===== src/rtl/lab1_imul_mac_pkg.sv =====
// lab1_imul_mac_pkg: shared types and constants for the multiply-accumulate
// client.
//   state_t  - client FSM encoding (IDLE, ISSUE, WAIT, DONE). It is
//              package-scoped so it cannot clash with other global state
//              typedefs.
//   SAT_POS  - signed saturation limits for the default 32-bit datapath.
//   SAT_NEG
package lab1_imul_mac_pkg;

  typedef enum logic [1:0] {
    IDLE  = 2'd0,
    ISSUE = 2'd1,
    WAIT  = 2'd2,
    DONE  = 2'd3
  } state_t;

  localparam logic [31:0] SAT_POS = 32'h7FFF_FFFF;
  localparam logic [31:0] SAT_NEG = 32'h8000_0000;

endpackage


===== src/rtl/lab1_imul_mac_acc.sv =====
// lab1_imul_mac_acc: accumulator register with a clear, an enable and the adder.
// Configuration macro LAB1_IMUL_MAC_SAT_EN:
//   defined   - signed two's-complement add that clamps to the max/min value
//               on overflow; the clamp is applied on every add.
//   undefined - modulo 2^p_nbits add. No saturation logic is built.
// Ports:
//   clk, reset - clock; synchronous active-high reset (acc <= 0)
//   clr        - load zero (has priority over en)
//   en         - load acc + addend
//   addend     - value added when en is high
//   acc        - current accumulator value
module lab1_imul_mac_acc
  import lab1_imul_mac_pkg::*;
#(
  parameter int p_nbits = 32
) (
  input  logic               clk,
  input  logic               reset,
  input  logic               clr,
  input  logic               en,
  input  logic [p_nbits-1:0] addend,
  output logic [p_nbits-1:0] acc
);

  logic [p_nbits-1:0] sum;

`ifdef LAB1_IMUL_MAC_SAT_EN
  localparam logic [p_nbits-1:0] sat_pos = {1'b0, {(p_nbits-1){1'b1}}};
  localparam logic [p_nbits-1:0] sat_neg = {1'b1, {(p_nbits-1){1'b0}}};

  logic [p_nbits-1:0] raw;
  logic               ovf;

  // Overflow happens only when both operands share a sign and the result's
  // sign differs; the operand sign then selects the clamp direction.
  always_comb begin
    raw = acc + addend;
    ovf = (acc[p_nbits-1] == addend[p_nbits-1]) &&
          (raw[p_nbits-1] != acc[p_nbits-1]);
    sum = raw;
    if (ovf) sum = acc[p_nbits-1] ? sat_neg : sat_pos;
  end
`else
  always_comb sum = acc + addend;
`endif

  always_ff @(posedge clk) begin
    if (reset)    acc <= '0;
    else if (clr) acc <= '0;
    else if (en)  acc <= sum;
  end

endmodule


===== src/rtl/lab1_imul_mac_client.sv =====
// lab1_imul_mac_client: multiply-accumulate client on the initiator side of
// the lab1 integer-multiplier val/rdy interface. A command gives a term count
// N; N operand pairs are passed through to the multiplier one at a time (at
// most one outstanding); the products are summed and the sum is returned.
// Configuration macro LAB1_IMUL_MAC_SAT_EN selects a saturating signed add
// (see lab1_imul_mac_acc).
// Ports:
//   clk, reset                 - clock; synchronous active-high reset
//   cmd_val/cmd_rdy/cmd_msg    - term count N (0 is legal)
//   opd_val/opd_rdy/opd_msg    - operand pair {a, b}
//   mreq_val/mreq_rdy/mreq_msg - multiply request {a, b} to the multiplier
//   mresp_val/mresp_rdy/mresp_msg - low p_nbits of the product
//   res_val/res_rdy/res_msg    - accumulated sum
module lab1_imul_mac_client
  import lab1_imul_mac_pkg::*;
#(
  parameter int p_nbits     = 32,
  parameter int p_cnt_nbits = 8
) (
  input  logic                   clk,
  input  logic                   reset,

  input  logic                   cmd_val,
  output logic                   cmd_rdy,
  input  logic [p_cnt_nbits-1:0] cmd_msg,

  input  logic                   opd_val,
  output logic                   opd_rdy,
  input  logic [2*p_nbits-1:0]   opd_msg,

  output logic                   mreq_val,
  input  logic                   mreq_rdy,
  output logic [2*p_nbits-1:0]   mreq_msg,

  input  logic                   mresp_val,
  output logic                   mresp_rdy,
  input  logic [p_nbits-1:0]     mresp_msg,

  output logic                   res_val,
  input  logic                   res_rdy,
  output logic [p_nbits-1:0]     res_msg
);

  state_t                 state, state_nxt;
  logic [p_cnt_nbits-1:0] remaining;
  logic                   cmd_go, opd_go, mresp_go, res_go;

  // Every val/rdy output is gated with reset so nothing is acknowledged
  // while the state register is still being initialised.
  always_comb begin
    cmd_rdy   = !reset && (state == IDLE);
    mreq_val  = !reset && (state == ISSUE) && opd_val;
    opd_rdy   = !reset && (state == ISSUE) && mreq_rdy;
    mresp_rdy = !reset && (state == WAIT);
    res_val   = !reset && (state == DONE);
    mreq_msg  = opd_msg;
  end

  assign cmd_go   = cmd_val   && cmd_rdy;
  assign opd_go   = opd_val   && opd_rdy;   // same cycle as the mreq handshake
  assign mresp_go = mresp_val && mresp_rdy;
  assign res_go   = res_val   && res_rdy;

  always_comb begin
    state_nxt = state;
    case (state)
      IDLE:  if (cmd_go)   state_nxt = (cmd_msg == '0) ? DONE : ISSUE;
      ISSUE: if (opd_go)   state_nxt = WAIT;
      WAIT:  if (mresp_go) state_nxt = (remaining == p_cnt_nbits'(1)) ? DONE : ISSUE;
      DONE:  if (res_go)   state_nxt = IDLE;
      default:             state_nxt = IDLE;
    endcase
  end

  always_ff @(posedge clk) begin
    if (reset) begin
      state     <= IDLE;
      remaining <= '0;
    end else begin
      state <= state_nxt;
      if (cmd_go)        remaining <= cmd_msg;
      else if (mresp_go) remaining <= remaining - p_cnt_nbits'(1);
    end
  end

  lab1_imul_mac_acc #(.p_nbits(p_nbits)) u_acc (
    .clk    (clk),
    .reset  (reset),
    .clr    (cmd_go),
    .en     (mresp_go),
    .addend (mresp_msg),
    .acc    (res_msg)
  );

endmodule


===== config.mk =====
export PLATFORM = sky130hd
export DESIGN_NAME = lab1_imul_mac_client
export DESIGN_NICKNAME = d
export VERILOG_FILES = /design/src/rtl/lab1_imul_mac_pkg.sv /design/src/rtl/lab1_imul_mac_acc.sv /design/src/rtl/lab1_imul_mac_client.sv
export SDC_FILE = /design/constraint.sdc
export NUM_CORES = 1
export LEC_CHECK = 0
export CORE_UTILIZATION = 39
export CTS_CLUSTER_DIAMETER = 150
export DETAILED_ROUTE_END_ITERATION = 7
export GPL_TIMING_DRIVEN = 0
export PLACE_DENSITY_LB_ADDON = 0.2
export SETUP_SLACK_MARGIN = 0.05
export SYNTH_ARGS = -nofsm -noshare
export SYNTH_HDL_FRONTEND = slang
export SYNTH_SLANG_ARGS = --single-unit
export TNS_END_PERCENT = 20

===== constraint.sdc =====
create_clock -name clk -period 3.3 [get_ports clk]
set_input_delay 0.66 -clock clk [delete_from_list [all_inputs] [get_ports clk]]
set_output_delay 0.66 -clock clk [all_outputs]
set_load 0.02 [all_outputs]

==> impl_metrics.tcl, run 1 <==
set metrics [dict create \
    worst_ir_drop_vdd_v 0.000162 \
    synth_commonest_cells "64 x buf_4, 59 x a21oi_1, 58 x nand2_1, 42 x dfxtp_1, 33 x ha_1" \
    dp_hpwl_mm 8.01 \
    grt_pass1_vias 3574 \
    yosysWarningCount 0 \
    drc 0 \
    status "completed" \
    fin_tns_setup_ns 0 \
    grt_first_pass_wirelength_mm 16.2 \
    htree_levels 2 \
    cts_tree "done" \
    finalCritPeriodShare_pct 96.0 \
    drv_cap 0 \
    antenna_found_initial 0 \
    maxSlewViolCount 0 \
    finalSetupViolCount 0 \
    dp_cells 737 \
    drtIter0Drc 93 \
    worst_setup_path_start_kind "input port" \
    numCtsBuffers 5 \
    cp_data_arrival_time_ns 3.37 \
    ys.flop_type "dfxtp_1" \
    rsz0062_at_grt "true" \
    synth.area.top_cells "dfxtp_1 23%, buf_4 13%, ha_1 11%, a21oi_1 8.1%, nand2_1 5.9%" \
    grtUsageTotal_pct 20.4 \
    hold_ws_ns 0.473 \
    drt_first_pass_iters 4 \
    gr-total-overflow 0 \
    synth_cell_types 53 \
    worst_pin_slew_ns 0.671 \
    syn2layout_area_growth_pct 48.0 \
    synth_area_leader_cell "dfxtp_1" \
    viasPerCell 5.23 \
    synth_most_common_cell "buf_4" \
    synth_seq_area_share_pct 23.0 \
    die_h_um 98.9 \
    synth.cell_area_mm2 0.00366 \
    netlist_instances 479 \
    dieArea_mm2 0.00979 \
    switchingPower_mw 0.419 \
    ant_nets 0 \
    insertion_delay_ns 0.31 \
    io_pins 212 \
    instances_no_fill 748 \
    syn_avg_cell_area_um2 7.65 \
    vias 3914 \
    critPathKind "input port to flop" \
    place_congestion 0.862 \
    wire_per_inst_um 13.7 \
    diodes 0 \
    layout-drive-gt1-share_pct 13.8 \
    portBuffers 147 \
    worst-path-max-fanout 4 \
    async_flop_share_pct 0 \
    p_clk_share_pct 27.2 \
    hold_viol 0 \
    fp-row-count 35 \
    syn_nets 624 \
    grt_max_degree 13 \
    root_buffer "clkbuf_8" \
    synth-edff-count 0 \
    switching_share_pct 31.0 \
    cts_hold_buf 0 \
    skew_ns 0.0142 \
    power_density_mw_per_mm2 249 \
    initial_utilization_pct 40.0 \
    slew_headroom_pct 54.9 \
    clockBufferDepth 2 \
    placeableCoreArea_mm2 0.00915 \
    min_period_ns 3.17 \
    intPower_mw 0.931 \
    hold_class "flop to flop" \
    nNetsFinal 781 \
    fmax_ghz 0.316 \
    end_kind "flop" \
    ys_seq_elements 42 \
    clock_sinks 42 \
    combPwrFrac_pct 33.5 \
    die_x_um 98.9 \
    routed_wl_mm 10.3 \
    yosys.area.top_type_share_pct 23.0 \
    p_leak_nw 2.23 \
    clk_pin_slew_ns 0.08 \
    cp.required_ns 3.50 \
    sequentialPowerShare_pct 39.3 \
]
-- worst paths after layout --
kind / from / endpoint / slack, ns / depth (start not counted)
worst max register to register: u_acc.acc[0]$_SDFFE_PP0P_ / u_acc.acc[30]$_SDFFE_PP0P_ / 0.57 / 10
worst min-delay path: u_acc.acc[25]$_SDFFE_PP0P_ / u_acc.acc[25]$_SDFFE_PP0P_ / 0.47 / 2
worst max-delay path: mresp_msg[0] / u_acc.acc[30]$_SDFFE_PP0P_ / 0.13 / 11
worst min register to register: u_acc.acc[25]$_SDFFE_PP0P_ / u_acc.acc[25]$_SDFFE_PP0P_ / 0.47 / 2
-- worst max-delay path, cell delays in order --
cell             delay [ns]
clkdlybuf4s50_1        0.41
ha_2                   0.20
fa_2                   0.35
a21o_1                 0.20
a221o_1                0.40
a21oi_2                0.19
o221ai_2               0.16
a21o_4                 0.27
a221oi_4               0.25
mux2i_1                0.21
nand2_1                0.06
-- registers in the layout (all words and copies together) (netlist names) --
register   count
remaining      8
state          2
u_acc.acc     32
-- layer usage --
metal / part of all wire, % / routed length (um) / global-route usage [%]
met5: 0 / 0 / 0
met4: 1.4 / 146 / 5.40
met3: 6.6 / 681 / 3.90
met2: 48 / 4900 / 36.1
met1: 44 / 4530 / 25.2
-- through the flow --
stage,utilization [%],total power [mW],instance area (um2),setup slack (ns)
floorplan,-,0.802,3660,0.383
global placement,57.6,0.984,5270,-0.319
detailed placement,57.6,0.991,5270,-0.321
CTS,58.7,1.36,5370,0.0506
global route,59.2,1.41,5420,0.0169
finish,59.2,1.35,5420,0.132
-- repair_timing --
| action | 4_1_cts | 5_1_grt |
|---|---|---|
| endpoints found under the setup margin | 2 | 4 |
| pin swaps | 0 | 5 |
| buffers inserted | 0 | 3 |
| resized for setup | 1 | 5 |
-- cell type report --
| type | count | area (um2) |
|---|---|---|
| plain buffers | 81 | 546 |
| clock buffers | 7 | 86.3 |
| clock inverters | 1 | 5.00 |
| fillers | 834 | 3730 |
| inverters | 10 | 37.5 |
| multi-input cells | 346 | 2270 |
| flip-flops and latches | 42 | 841 |
| well taps | 111 | 139 |
| repair buffers | 150 | 1490 |
-- power groups by stage --
stage,clock network [mW],logic (mW),registers [mW]
floorplan,0,0.258,0.545
global placement,0,0.443,0.541
detailed placement,0,0.449,0.542
CTS,0.375,0.451,0.530
global route,0.393,0.489,0.532
finish,0.367,0.453,0.530
-- layout by cell type, fill, tap and decap left out, types with 2 or more instances in the layout --
cell type          n
a211oi_1           5
a21o_1            10
a21oi_1           58
a221oi_1           3
a22oi_1            4
a31oi_1            2
a32oi_1            3
and2_1             4
and3_1             4
and4_1             3
buf_4             67
clkbuf_1          17
clkbuf_8           6
clkdlybuf4s50_1  147
dfxtp_1           42
ha_1              32
inv_1             10
mux2i_1            2
nand2_1           58
nand2b_1           3
nand3_1           18
nand4_1            4
nor2_1            28
nor2b_1            3
nor3_1             7
nor3b_1            4
nor4_1             3
nor4bb_1           2
o211ai_1           3
o21ai_0           22
o21ai_1            5
o21bai_1           6
o22ai_1            2
or3_1              3
xnor2_1           18
xor2_1             6
-- cell families after synthesis --
logic type                 synth area share (%)
and+or+nand+nor                            18.8
AOI/OAI and AO/OA                          23.6
buffers and inverters                      15.9
DFF                                        23.0
adders and majority gates                  11.8
xor gates and xnor gates                   5.74
muxes                                      1.16
No activity file was read; power rests on OpenSTA's default activity.
==> inputs of run 2 (changes only) <==
--- a/config.mk
+++ b/config.mk
@@ -5,12 +5,14 @@
 export SDC_FILE = /design/constraint.sdc
 export NUM_CORES = 1
 export LEC_CHECK = 0
+export CORE_MARGIN = 3
 export CORE_UTILIZATION = 39
 export CTS_CLUSTER_DIAMETER = 150
 export DETAILED_ROUTE_END_ITERATION = 7
 export GPL_TIMING_DRIVEN = 0
 export PLACE_DENSITY_LB_ADDON = 0.2
 export SETUP_SLACK_MARGIN = 0.05
+export SLEW_MARGIN = 20
 export SYNTH_ARGS = -nofsm -noshare
 export SYNTH_HDL_FRONTEND = slang
 export SYNTH_SLANG_ARGS = --single-unit
==> run 2 against run 1 <==
Compared with the run above:
- final area about the same
- die area up 8.3%
- via count up 0.41%
- clock-buffer cell count down 1
- sequential power about the same
- routed wire length up 4.4%
- non-clock buffer count up 1
- first-iteration DRC count up 68%
- clock power down 1%
- largest power group unchanged
==> impl_metrics.tcl, run 2 (synthesized netlist as in run 1, its figures left out) <==
set metrics [dict create \
    status "completed" \
    clk_pin_slew_ns 0.09 \
    p_leak_nw 2.24 \
    viasPerCell 5.27 \
    grt_pass1_vias 3594 \
    mostFrequentLayoutCells "147 x clkdlybuf4s50_1, 68 x buf_4, 58 x nand2_1, 58 x a21oi_1, 42 x dfxtp_1" \
    grtUsageTotal_pct 18.6 \
    rr_startpoint "u_acc.acc[0]$_SDFFE_PP0P_" \
    fp-row-count 34 \
    grt_first_pass_wirelength_mm 16.2 \
    worst_setup_path_start_kind "input port" \
    clockBufferDepth 2 \
    fin_tns_setup_ns 0 \
    drc 0 \
    die_h_um 103 \
    hold_viol 0 \
    hold_class "flop to flop" \
    post-place-ws_ns -0.312 \
    maxSlewViolCount 0 \
    numCtsBuffers 5 \
    grt_max_degree 14 \
    cp_data_arrival_time_ns 3.37 \
    portBuffers 147 \
    largest_register_ffs 32 \
    finalSetupViolCount 0 \
    placeableCoreArea_mm2 0.00893 \
    fill_cells 777 \
    dieArea_mm2 0.0106 \
    slew_headroom_pct 60.2 \
    finalCritPeriodShare_pct 96.4 \
    clock_sinks 42 \
    ant_nets 0 \
    crit_slowest_cell "clkdlybuf4s50_1" \
    post-route-util_pct 60.6 \
    dp_hpwl_mm 8.62 \
    io_pins 212 \
    drtIter0Drc 156 \
    cp.required_ns 3.49 \
    drv_cap 0 \
    syn2layout_area_growth_pct 47.9 \
    wire_per_inst_um 14.3 \
    antenna_found_initial 0 \
    worst-path-max-fanout 5 \
    skew_ns 0.00655 \
    nNetsFinal 782 \
    initial_utilization_pct 41.0 \
    die_x_um 103 \
    cts_tree "done" \
    top_register "u_acc.acc" \
    gr-total-overflow 0 \
    path_cells "clkdlybuf4s50_1 > ha_2 > fa_2 > a21o_1 > a221o_1 > a21oi_2 > o221ai_2 > a21o_4 > a221oi_2 > mux2i_1 > nand2_1" \
    reg.largest.list "u_acc.acc: 32 flops, remaining: 8 flops, state: 2 flops" \
    critPathKind "input port to flop" \
    critical-path-max-stage-delay_ns 0.43 \
    htree_levels 2 \
    diodes 0 \
    power_density_mw_per_mm2 248 \
    root_buffer "clkbuf_8" \
    final_common_cell "clkdlybuf4s50_1" \
    worst_slack_ns 0.119 \
    min_from "u_acc.acc[11]$_SDFFE_PP0P_" \
    crit_family "compound AO/OA/AOI/OAI gates" \
    min_period_ns 3.18 \
    rsz0062_at_grt "true" \
    drt_first_pass_iters 4 \
    critical_path_buf_inv_count 1 \
    hold_ws_ns 0.476 \
    worst_ir_drop_vdd_v 0.000140 \
    fmax_ghz 0.314 \
    place_congestion 0.838 \
    worst_pin_slew_ns 0.597 \
    insertion_delay_ns 0.29 \
    end_kind "flop" \
    vias 3930 \
    layout-drive-gt1-share_pct 14.1 \
    routed_wl_mm 10.7 \
    cp-startpoint "mresp_msg[0]" \
]
-- run 2: cell count changes in the layout (fill, tap and decap cells not counted) --
cell	before	now
buf_4	67	68
clkinvlp_4	0	1
a221oi_2	0	1
clkbuf_1	17	16
a221oi_4	1	0
-- run 2: tightest hold or removal path, stage by stage (launching register included) --
cell and delay (ns):
dfxtp_1 0.33, nand2_1 0.06, a21oi_1 0.05
-- run 2: path summary, 6_finish.rpt --
check                               end  slack [ns]  cells after the start
max          u_acc.acc[30]$_SDFFE_PP0P_        0.12                     11
min          u_acc.acc[11]$_SDFFE_PP0P_        0.48                      2
max reg2reg  u_acc.acc[30]$_SDFFE_PP0P_        0.61                     10
min reg2reg  u_acc.acc[11]$_SDFFE_PP0P_        0.48                      2
-- run 2: where the power goes --
group          leakage [nW]  switching, mW  internal (mW)
clock network        0.0472          0.194          0.169
logic                  1.85          0.210          0.243
registers             0.340         0.0112          0.519
total                  2.24          0.415          0.930
-- run 2: per-layer routing --
layer | up-vias | share of wire [%] | GRT usage [%]
met3 | 9 | 8.7 | 4.47
met4 | 0 | 0.61 | 3.59
met2 | 174 | 48 | 33.0
met1 | 1785 | 42 | 22.9
li1 | 1962 | - | -
met5 | - | 0 | 0
-- run 2: layout make-up --
class / count / area (um2) / share of cell area (%)
Multi-Input combinational cell: 346 / 2260 / 41.8
Timing Repair Buffer: 151 / 1500 / 27.7
Sequential cell: 42 / 841 / 15.5
Buffer: 81 / 546 / 10.1
Tap cell: 108 / 135 / 2.49
Clock buffer: 6 / 82.6 / 1.52
Inverter: 10 / 37.5 / 0.693
Clock inverter: 2 / 12.5 / 0.231
-- run 2: metrics by stage --
step | area [um2] | power, mW | std cells
floorplan | 3660 | 0.802 | 479
global placement | 5270 | 0.985 | 734
detailed placement | 5270 | 0.992 | 734
CTS | 5370 | 1.35 | 742
global route | 5420 | 1.42 | 746
finish | 5420 | 1.35 | 746
-- run 2: timing repair --
| action | in CTS | in global routing |
|---|---|---|
| resized for setup | 1 | 4 |
| pin swaps | 0 | 6 |
| setup buffers | 0 | 4 |
| hold buffers | 0 | 0 |
| setup endpoints to repair | 2 | 4 |
